<file path="src/rtl/uart_pixel_packer.sv">
// Packs a stream of UART bytes into pixel words with optional RGB565->RGB888 expansion,
// frame counting, inter-byte timeout recovery and a single-entry output holding register.
module uart_pixel_packer #(
    parameter int unsigned BPP       = 2,
    parameter int unsigned OUT_W     = 24,
    parameter int unsigned MSB_FIRST = 1,
    parameter int unsigned EXPAND565 = 1,
    parameter int unsigned FRAME_PIX = 130560,
    parameter int unsigned TIMEOUT   = 50000,
    localparam int unsigned CNT_W    = (FRAME_PIX > 1) ? $clog2(FRAME_PIX) : 1
) (
    input  logic             sclk,
    input  logic             s_rst_n,
    input  logic [7:0]       in_data,
    input  logic             in_flag,
    input  logic             sync_clr,
    output logic [OUT_W-1:0] out_data,
    output logic             out_valid,
    input  logic             out_ready,
    output logic             frame_done,
    output logic [CNT_W-1:0] pix_cnt,
    output logic             overflow,
    output logic             resync_err
);

    localparam int unsigned WORD_W = BPP * 8;
    localparam int unsigned IDX_W  = (BPP > 1) ? $clog2(BPP) : 1;
    localparam int unsigned TCNT_W = (TIMEOUT > 1) ? $clog2(TIMEOUT) : 1;
    localparam bit          EXP_ON = (EXPAND565 != 0) && (BPP == 2) && (OUT_W == 24);

    typedef enum logic {
        IDLE    = 1'b0,
        COLLECT = 1'b1
    } state_t;

    state_t             state;
    logic [IDX_W-1:0]   idx;
    logic [TCNT_W-1:0]  tcnt;
    logic [WORD_W-1:0]  acc;

    logic [WORD_W-1:0]  word_c;
    logic [OUT_W-1:0]   pixel_c;
    logic               last_c;
    logic               load_c;
    logic               drop_c;
    logic               expire_c;
    logic               wrap_c;

    // Word as it would look with the incoming byte merged in
    always_comb begin
        word_c = acc;
        if (MSB_FIRST != 0) begin
            word_c = WORD_W'({acc, in_data});
        end else begin
            word_c = (acc & ~(WORD_W'(8'hFF) << {idx, 3'b000}))
                   | (WORD_W'(in_data) << {idx, 3'b000});
        end
    end

    generate
        if (EXP_ON) begin : g_565
            assign pixel_c = {word_c[15:11], word_c[15:13],
                              word_c[10:5],  word_c[10:9],
                              word_c[4:0],   word_c[4:2]};
        end else begin : g_raw
            assign pixel_c = OUT_W'(word_c);
        end
    endgenerate

    // Completion, load/drop and timeout decisions for the current cycle
    always_comb begin
        last_c   = (BPP == 1) || ((state == COLLECT) && (idx == IDX_W'(BPP - 1)));
        load_c   = in_flag && last_c && (!out_valid || out_ready);
        drop_c   = in_flag && last_c && out_valid && !out_ready;
        expire_c = (state == COLLECT) && !in_flag && (tcnt == TCNT_W'(TIMEOUT - 1));
        wrap_c   = (pix_cnt == CNT_W'(FRAME_PIX - 1));
    end

    always_ff @(posedge sclk or negedge s_rst_n) begin
        if (!s_rst_n) begin
            state      <= IDLE;
            idx        <= '0;
            tcnt       <= '0;
            acc        <= '0;
            out_data   <= '0;
            out_valid  <= 1'b0;
            frame_done <= 1'b0;
            pix_cnt    <= '0;
            overflow   <= 1'b0;
            resync_err <= 1'b0;
        end else if (sync_clr) begin
            state      <= IDLE;
            idx        <= '0;
            tcnt       <= '0;
            out_valid  <= 1'b0;
            frame_done <= 1'b0;
            pix_cnt    <= '0;
            overflow   <= 1'b0;
            resync_err <= 1'b0;
        end else begin
            frame_done <= 1'b0;
            resync_err <= 1'b0;

            // Byte accumulation; an arriving byte always beats the timeout
            if (in_flag) begin
                acc  <= word_c;
                tcnt <= '0;
                if (last_c) begin
                    state <= IDLE;
                    idx   <= '0;
                end else begin
                    state <= COLLECT;
                    idx   <= idx + 1'b1;
                end
            end else if (state == COLLECT) begin
                if (expire_c) begin
                    state      <= IDLE;
                    idx        <= '0;
                    tcnt       <= '0;
                    resync_err <= 1'b1;
                end else begin
                    tcnt <= tcnt + 1'b1;
                end
            end

            // Output holding register; a load in the acceptance cycle keeps valid high
            if (load_c) begin
                out_data   <= pixel_c;
                out_valid  <= 1'b1;
                frame_done <= wrap_c;
                pix_cnt    <= wrap_c ? '0 : pix_cnt + 1'b1;
            end else if (out_valid && out_ready) begin
                out_valid <= 1'b0;
            end

            if (drop_c) begin
                overflow <= 1'b1;
            end
        end
    end

endmodule

</file>
<file path="config.mk">
export PLATFORM = sky130hd
export DESIGN_NAME = uart_pixel_packer
export DESIGN_NICKNAME = d
export VERILOG_FILES = /design/src/rtl/uart_pixel_packer.sv
export SDC_FILE = /design/constraint.sdc
export NUM_CORES = 1
export LEC_CHECK = 0
export BUFFER_PORTS_ARGS = -buffer_cell sky130_fd_sc_hd__buf_2
export CORE_AREA = 5 5 77 79
export CTS_BUF_LIST = sky130_fd_sc_hd__clkbuf_4 sky130_fd_sc_hd__clkbuf_8
export CTS_CLUSTER_SIZE = 20
export DETAILED_ROUTE_END_ITERATION = 16
export DIE_AREA = 0 0 82 84
export GPL_TIMING_DRIVEN = 0
export PLACE_DENSITY = 0.94
export SYNTH_ARGS = -nofsm -noshare
export SYNTH_HDL_FRONTEND = slang
export SYNTH_SLANG_ARGS = --single-unit
</file>
<file path="constraint.sdc">
create_clock -name sclk -period 4.9 [get_ports sclk]
set_clock_uncertainty 0.15 [all_clocks]
set_input_delay 0.98 -clock sclk [delete_from_list [all_inputs] [get_ports sclk]]
set_output_delay 0.98 -clock sclk [all_outputs]
set_load 0.01 [all_outputs]
</file>
# Word-level counts from Yosys, hierarchy flattened

Index checks and enable logic that the tools add are counted.

Flip-flop bits (word level): 71
Bits in latches: 0
RAM bits: 0
Memory bits (read-only): 0
Bits of input ports: 13
Output and inout bits: 45
Word-level logic and storage cells: 64
Memories kept: 0

$add $sub $neg: 3
Multiply operators: 0
Div/mod/pow operators: 0
Order comparisons: 0
Equal/unequal tests: 2
Shift operators: 0
Multiplexer cells: 28
Bitwise gates (word level): 1
Reduce and logical (&&, ||, !) cells: 20

Operators by type and width:

| cell                    | number |
|---|---|
| $mux W16                | 4 |
| $mux W17                | 3 |
| $mux W1                 | 21 |
| $add A17 B1 Y17 const B | 1 |
| $eq A17 B17 Y1 const B  | 1 |
| $add A16 B1 Y16 const B | 1 |
| $eq A16 B16 Y1 const B  | 1 |
| $reduce_bool A3 Y1      | 3 |
| $logic_and A1 B1 Y1     | 8 |
| $reduce_and A2 Y1       | 3 |
| $reduce_bool A2 Y1      | 2 |
| $logic_not A1 Y1        | 3 |
| $add A1 B1 Y1 const B   | 1 |
| $logic_or A1 B1 Y1      | 1 |
| $not A1 Y1              | 1 |

# Longest topological paths before layout

Gate-level depths: netlist of run 1.

Depth in word-level cells: 7
Depth in mapped cells: 7

# Worst setup path before layout of run 1

Ideal clock, no wire load.

Path kind: input-to-reg
Start point: input port sync_clr
End point: register pix_cnt[16]
Library setup time: 0.079 ns
Data arrival time: 2.192 ns
Path slack: 2.479 ns
Stages on the path: 6
Path through: nand2b_1 -> nor3_1 -> buf_2 -> clkbuf_1 -> nand3_1 -> mux2i_1

Word-level cells in the longest chain between the ends: 1

RTL lines:

| item                                           | line | source |
|---|---|---|
| start: declaration                             | 16   | `input logic sync_clr,` |
| $mux W17 or $reduce_bool A2 Y1 (tied branches) | n/a  |  |
| end signal: assignment                         | 131  | `pix_cnt <= wrap_c ? '0 : pix_cnt + 1'b1;` |
| end: declaration                               | 21   | `output logic [CNT_W-1:0] pix_cnt,` |

Several ways; a longest one is shown, not always the timed one.
A chain may end at the register's enable or synchronous reset.

# Worst setup path after layout of run 1

Start point: input port in_flag
End point: register pix_cnt[7]

Word-level cells in the longest chain between the ends: 3

RTL lines:

| item                             | line | source |
|---|---|---|
| start: declaration               | 15   | `input logic in_flag,` |
| $logic_and A1 B1 Y1 (2 in a row) | 73   | `load_c = in_flag && last_c && (!out_valid \|\| out_ready);` |
| $reduce_bool A2 Y1 (no line)     | n/a  |  |

No other way between the ends.

==> impl_metrics.py, run 1 <==
metrics = {
    "outcome": {
        "status": "finished clean",
    },
    "clock_network": {
        "cts_buffers": 9,
        "post_cts_resize_count": 0,
        "htree_levels": 3,
        "clock_sinks": 63,
        "clk_latency_ps": 340,
        "holdBufCountCts": 0,
        "clkTransAtPathRegs_ps": 80,
        "clock-root-buffer": "clkbuf_8",
        "postCtsSetupRepairBufs": 0,
        "cts_max_path_buffers": 2,
        "tritoncts": "yes",
    },
    "sta": {
        "finalCriticalPeriod_ps": 2611,
        "whs_ps": 323.8,
        "clock.fmax_mhz": 382.9,
        "setup_viol": 0,
        "tightest_slew_ps": 850.8,
        "worst_slack_ps": 2289,
        "hold_viol": 0,
        "fin_crit_sh_pct": 53.29,
        "rsz0062_at_grt": "false",
        "finalSetupTns_ps": 0,
        "final_max_slew_viol_count": 0,
        "slew_headroom_pct": 42.56,
    },
    "route": {
        "dr.first_iter.drc_count": 327,
        "wl_um": 7739,
        "vias_per_cell": 6.206,
        "ant_nets": 0,
        "wl_per_cell_um": 17.12,
        "num_vias": 2805,
        "drc_errors": 0,
        "first_pass_iters": 5,
    },
    "power_and_ir_drop": {
        "irDropWorstVdd_uv": 262.4,
        "p_per_area_nw_per_um2": 350.4,
        "p_leak_uw": 0.001720,
    },
    "die": {
        "rows": 27,
        "core-area_um2": 5270,
        "num_io_pins": 58,
        "chipWidth_um": 82,
        "die_area_um2": 6888,
        "die_y_um": 84,
        "start_util_pct": 58.76,
    },
    "logic_synthesis": {
        "postSynth.asyncResetShare_pct": 100.0,
        "synth_compound_area_share_pct": 10.02,
        "synth-xor-area-share_pct": 2.828,
        "yosys_warnings": 0,
        "synth_cell_types": 47,
        "yosysTopAreaCell": "dfrtp_1",
        "synth_mux_area_share_pct": 6.788,
        "synth_top_family_by_area": "simple AND/OR/NAND/NOR gates",
        "synth-simple-area-share_pct": 23.43,
        "ys_ff_latch": 63,
        "seq_area_frac_synth_pct": 50.91,
        "ys.flop_type": "dfrtp_1",
        "synthAdderAreaFrac_pct": 0.8081,
        "synth_nets": 322,
        "syn_area_um2": 3097,
        "netlist_top_cells_area": "dfrtp_1 (51%), mux2_2 (5.8%), nand2_1 (5.8%)",
        "synth_top_area_share_pct": 50.91,
        "synth_cells": 307,
        "avgSynthCellArea_um2": 10.09,
        "synth-edff-count": 0,
    },
    "layout": {
        "diodes": 0,
        "syn_to_final_growth_pct": 19.47,
        "fillCellCount": 372,
        "final_cell_count_no_fill": 452,
        "final_nets": 390,
        "drive_gt1_share_pct": 28.16,
    },
    "grt": {
        "grt_usage_pct": 24.34,
        "antenna_found_initial": 0,
        "grt_max_degree": 64,
        "grt_pass1_vias": 2771,
        "grt_pass1_wl_um": 13020,
        "grt-ovfl-total": 0,
    },
    "place": {
        "io_buffers": 57,
        "placedCellCount": 436,
        "globalplace.congestion": 0.8789,
        "post-dp-hpwl_um": 5012,
        "pre_cts_slack_ps": 2001,
    },
    "critical_path": {
        "cp_cell_sequence": "buf_2 -> nand2b_1 -> nor3_1 -> buf_2 -> clkbuf_1 -> a31oi_1 -> a21oi_1",
        "crit_buf_inv": 3,
        "path_class": "input port to flop",
        "worstPathArrival_ps": 2730,
        "cp-start-kind": "input port",
        "max_stage_delay_ps": 420,
        "crit_required_ps": 5020,
        "critPathSlowestCell": "clkbuf_1",
        "path_max_fanout": 10,
        "cpLargestDelayFamily": "buffers and inverters",
        "cp-end-kind": "flop",
        "crit_top_cell": "buf_2",
    },
    "hold_path": {
        "hold_class": "flop to flop",
    },
    "run": {
        "drv_cap": 0,
    },
}
==> synthesized netlist by cell type, types with 2 or more instances <==
library cell,count
dfrtp_1,63
nand2_1,48
nor2_1,18
mux2_2,16
nand3_1,14
nand4_1,14
nor4_1,13
a31oi_1,12
clkbuf_1,10
a21oi_1,8
buf_4,8
xnor2_1,8
inv_1,7
nand4b_1,6
nor3_1,5
and3_1,4
nand3b_1,4
o31a_1,4
buf_2,3
mux2i_1,3
o211ai_1,3
o21ai_0,3
or4_1,3
and4b_1,2
buf_6,2
ha_1,2
nand2b_1,2
nor2b_1,2
xor2_1,2
==> report_power, final <==
group	switching, uW	total [uW]	internal [uW]
Sequential	28.8	594	566
Clock	215	510	295
Combinational	96.6	192	95.1
Total	340	1300	956
==> per-layer routing <==
metal / wire length [um] / vias up / track usage [%]
met3: 703 / 27 / 7.019
li1: - / 1251 / -
met2: 3827 / 174 / 36.22
met4: 191 / 0 / 11.63
met1: 3017 / 1353 / 32.27
met5: 0 / - / 0
==> flip-flops by register name, indices dropped and copies added, names as in the netlist <==
| name | count |
|---|---|
| pix_cnt | 17 |
| tcnt | 16 |
| state | 1 |
| overflow | 1 |
| acc | 8 |
| out_valid | 1 |
| out_data | 16 |
| frame_done | 1 |
| idx | 1 |
| resync_err | 1 |
==> worst register-to-register path: cells and delay by family (launching register included) <==
family | cells | cell delay, ps
adders and majority gates | 1 | 280
buffers and inverters | 1 | 270
and+or+nand+nor | 2 | 910
AOI/OAI and AO/OA | 2 | 370
DFF | 1 | 440
==> worst paths after layout <==
path | startpoint | to | slack [ps] | cells after the start
setup reg to reg | pix_cnt[1] | pix_cnt[7] | 2380 | 6
min in group asynchronous | s_rst_n | tcnt[10] | 560 | 1
max in group asynchronous | s_rst_n | out_data[18] | 3520 | 1
hold / removal | acc[0] | acc[0] | 320 | 2
setup / recovery | in_flag | pix_cnt[7] | 2290 | 7
hold reg to reg | acc[0] | acc[0] | 320 | 2
==> logic make-up after synthesis <==
logic type | Yosys count
and+or+nand+nor | 140
DFF | 63
AOI/OAI and AO/OA | 43
buffers and inverters | 30
muxes | 19
xor gates and xnor gates | 10
adders and majority gates | 2
==> through the flow <==
step / instance area, um2 / utilization [%] / total power [uW]
floorplan: 3097 / - / 707.9
global placement: 3472 / 65.88 / 786.1
detailed placement: 3472 / 65.88 / 797.8
CTS: 3697 / 70.16 / 1299
global route: 3700 / 70.20 / 1352
finish: 3700 / 70.20 / 1296
==> cells in the final DEF, fill, tap and decap left out, types with 10 or more instances in the layout <==
master    instances
mux2_2           16
a31oi_1          12
clkbuf_1         10
dfrtp_1          63
nor2_1           18
buf_2            59
nand4_1          14
nand2_1          48
nor4_1           13
nand3_1          14
==> layout make-up <==
class	instances	area (um2)	share of cell area (%)
well taps	72	90.09	2.435
clock inverters	6	93.84	2.536
repair buffers	57	287.8	7.778
clock buffers	10	131.4	3.551
inverters	7	26.28	0.7102
plain buffers	23	135.1	3.652
flip-flops and latches	63	1577	42.61
multi-input cells	214	1359	36.73
(Power assumes the default switching activity.)
==> run 2, diff against run 1 <==
--- a/config.mk
+++ b/config.mk
@@ -6,13 +6,13 @@
 export NUM_CORES = 1
 export LEC_CHECK = 0
 export BUFFER_PORTS_ARGS = -buffer_cell sky130_fd_sc_hd__buf_2
-export CORE_AREA = 5 5 77 79
+export CORE_AREA = 5 5 84 86
 export CTS_BUF_LIST = sky130_fd_sc_hd__clkbuf_4 sky130_fd_sc_hd__clkbuf_8
 export CTS_CLUSTER_SIZE = 20
 export DETAILED_ROUTE_END_ITERATION = 16
-export DIE_AREA = 0 0 82 84
+export DIE_AREA = 0 0 89 91
 export GPL_TIMING_DRIVEN = 0
-export PLACE_DENSITY = 0.94
+export PLACE_DENSITY = 0.84
 export SYNTH_ARGS = -nofsm -noshare
 export SYNTH_HDL_FRONTEND = slang
 export SYNTH_SLANG_ARGS = --single-unit
==> constraint.sdc (replaced) <==
create_clock -name sclk -period 2.3 [get_ports sclk]
set_clock_uncertainty 0.15 [all_clocks]
set_input_delay 0.46 -clock sclk [delete_from_list [all_inputs] [get_ports sclk]]
set_output_delay 0.46 -clock sclk [all_outputs]
set_load 0.01 [all_outputs]
==> impl_metrics.py, run 2 (synthesis gave the netlist of run 1 again) <==
metrics = {
    "layout": {
        "regMostFlops": "pix_cnt",
        "drive_gt1_share_pct": 34.52,
        "reg_top3": "pix_cnt: 17 flops, out_data: 16 flops, tcnt: 16 flops",
        "layout_common_cells": "buf_2 (58), dfrtp_1 (58), nand2_1 (48)",
        "finalInstanceArea_um2": 3856,
        "final_nets": 404,
        "syn_to_final_growth_pct": 24.53,
        "diodes": 0,
        "largest_register_ffs": 17,
    },
    "hold_path": {
        "hold_class": "input port to async pin",
    },
    "die": {
        "chipWidth_um": 89,
        "num_io_pins": 58,
        "start_util_pct": 49.91,
        "core-area_um2": 6205,
        "rows": 29,
        "die_area_um2": 8099,
        "die_y_um": 91,
    },
    "sta": {
        "final_max_slew_viol_count": 0,
        "slew_headroom_pct": 34.62,
        "hold_viol": 0,
        "rsz0062_at_grt": "true",
        "fin_crit_sh_pct": 98.40,
        "finalSetupTns_ps": 0,
        "finalCriticalPeriod_ps": 2263,
        "worst_slack_ps": 36.79,
        "clock.fmax_mhz": 441.9,
        "tightest_slew_ps": 973.3,
        "setup_viol": 0,
    },
    "critical_path": {
        "cp-end-kind": "flop",
        "cp-start-kind": "flop",
        "worstPathArrival_ps": 2340,
        "max_stage_delay_ps": 550,
        "crit_required_ps": 2380,
        "path_class": "flop to flop",
        "cp_cell_sequence": "or4_4 -> or4_4 -> o21ai_4 -> buf_6 -> nor2_1",
        "critPathSlowestCell": "or4_4",
        "crit_top_cell": "or4_4",
        "path_max_fanout": 7,
    },
    "grt": {
        "grt_pass1_wl_um": 12410,
        "grt_pass1_vias": 2665,
        "grt-ovfl-total": 0,
        "antenna_found_initial": 0,
        "grt_max_degree": 64,
        "grt_usage_pct": 19.30,
    },
    "run": {
        "drv_cap": 0,
    },
    "route": {
        "wl_per_cell_um": 16.59,
        "first_pass_iters": 5,
        "ant_nets": 0,
        "vias_per_cell": 6.023,
        "dr.first_iter.drc_count": 354,
        "wl_um": 7812,
        "drc_errors": 0,
        "num_vias": 2837,
    },
    "power_and_ir_drop": {
        "p_int_uw": 2002,
        "irDropWorstVdd_uv": 538.8,
        "sw_frac_of_total_pct": 26.44,
        "seq_power_share_pct": 46.5,
        "p_sw_uw": 719.9,
        "power_frac_comb_pct": 15.3,
        "clock_power_share_pct": 38.1,
        "p_per_area_nw_per_um2": 706.0,
        "p_leak_uw": 0.001783,
    },
    "clock_network": {
        "tritoncts": "yes",
        "clkTransAtPathRegs_ps": 70,
        "cts_max_path_buffers": 2,
        "clk_latency_ps": 340,
        "clock_sinks": 63,
        "cts_buffers": 9,
        "clock-root-buffer": "clkbuf_8",
        "htree_levels": 3,
    },
    "outcome": {
        "status": "finished clean",
    },
    "place": {
        "io_buffers": 57,
        "pre_cts_slack_ps": -96.99,
        "globalplace.congestion": 0.8757,
        "post-dp-hpwl_um": 5002,
        "placed_area_um2": 3478,
    },
}
## run 2: cell types whose count changed in the layout (fill, tap and decap cells not counted), sizes merged
| cell | before | now |
|---|---|---|
| clkinv | 2 | 0 |
| clkbuf | 20 | 22 |
| clkinvlp | 1 | 3 |
| bufinv | 2 | 1 |
| buf | 70 | 84 |
| inv | 8 | 7 |
## run 2: area by class of cell
cell class,count,area [um2]
Timing Repair Buffer,72,404.1
Clock inverter,4,52.55
Multi-Input combinational cell,214,1394
Tap cell,77,96.34
Clock buffer,12,165.2
Fill cell,489,2349
Sequential cell,63,1583
Buffer,22,135.1
Inverter,7,26.28
## run 2: per-layer routing
layer | up-vias | global-route usage (%) | share of wire (%)
met5 | - | 0 | 0
met4 | 0 | 8.809 | 2.5
met3 | 27 | 4.434 | 7.7
met2 | 136 | 29.39 | 49
met1 | 1398 | 26.09 | 40
li1 | 1276 | - | -
## run 2: final timing paths
| path | slack [ps] | endpoint | start | cells after the start |
|---|---|---|---|---|
| setup reg to reg | 40 | tcnt[4] | tcnt[11] | 5 |
| hold / removal | 60 | tcnt[2] | s_rst_n | 1 |
| hold reg to reg | 330 | acc[1] | acc[1] | 2 |
| min in group sclk | 180 | acc[2] | in_data[2] | 3 |
| setup / recovery | 40 | tcnt[4] | tcnt[11] | 5 |
| max in group asynchronous | 1390 | tcnt[12] | s_rst_n | 1 |
## run 2: power groups by stage
stage          registers [uW]  clock network (uW)  logic (uW)
2_1_floorplan            1320                   0         193
3_3_place_gp             1280                   0         400
3_5_place_dp             1290                   0         412
4_1_cts                  1270                1050         421
5_1_grt                  1280                1100         457
6_report                 1270                1040         418
## run 2: critical path: cells and delay by family (launching register included)
family | cells | cell delay, ps
and+or+nand+nor | 3 | 1110
DFF | 1 | 450
AOI/OAI and AO/OA | 1 | 260
buffers and inverters | 1 | 180
## run 2: repair_timing
action,4_1_cts,5_1_grt
setup endpoints to repair,23,38
gates resized for setup,9,16
buffers inserted,8,6
gates cloned,1,0
hold buffers,0,0
pin swaps,3,5
## run 2: metrics by stage
step                      std cells  hold WS (ps)  power [uW]  utilization (%)
after floorplan                 307         14.41        1508                -
after global placement          441         304.0        1679            56.06
after detailed placement        441         310.0        1700            56.06
after CTS                       466         161.2        2738            61.12
after global routing            471         103.9        2836            62.15
final                           471         64.02        2722            62.15
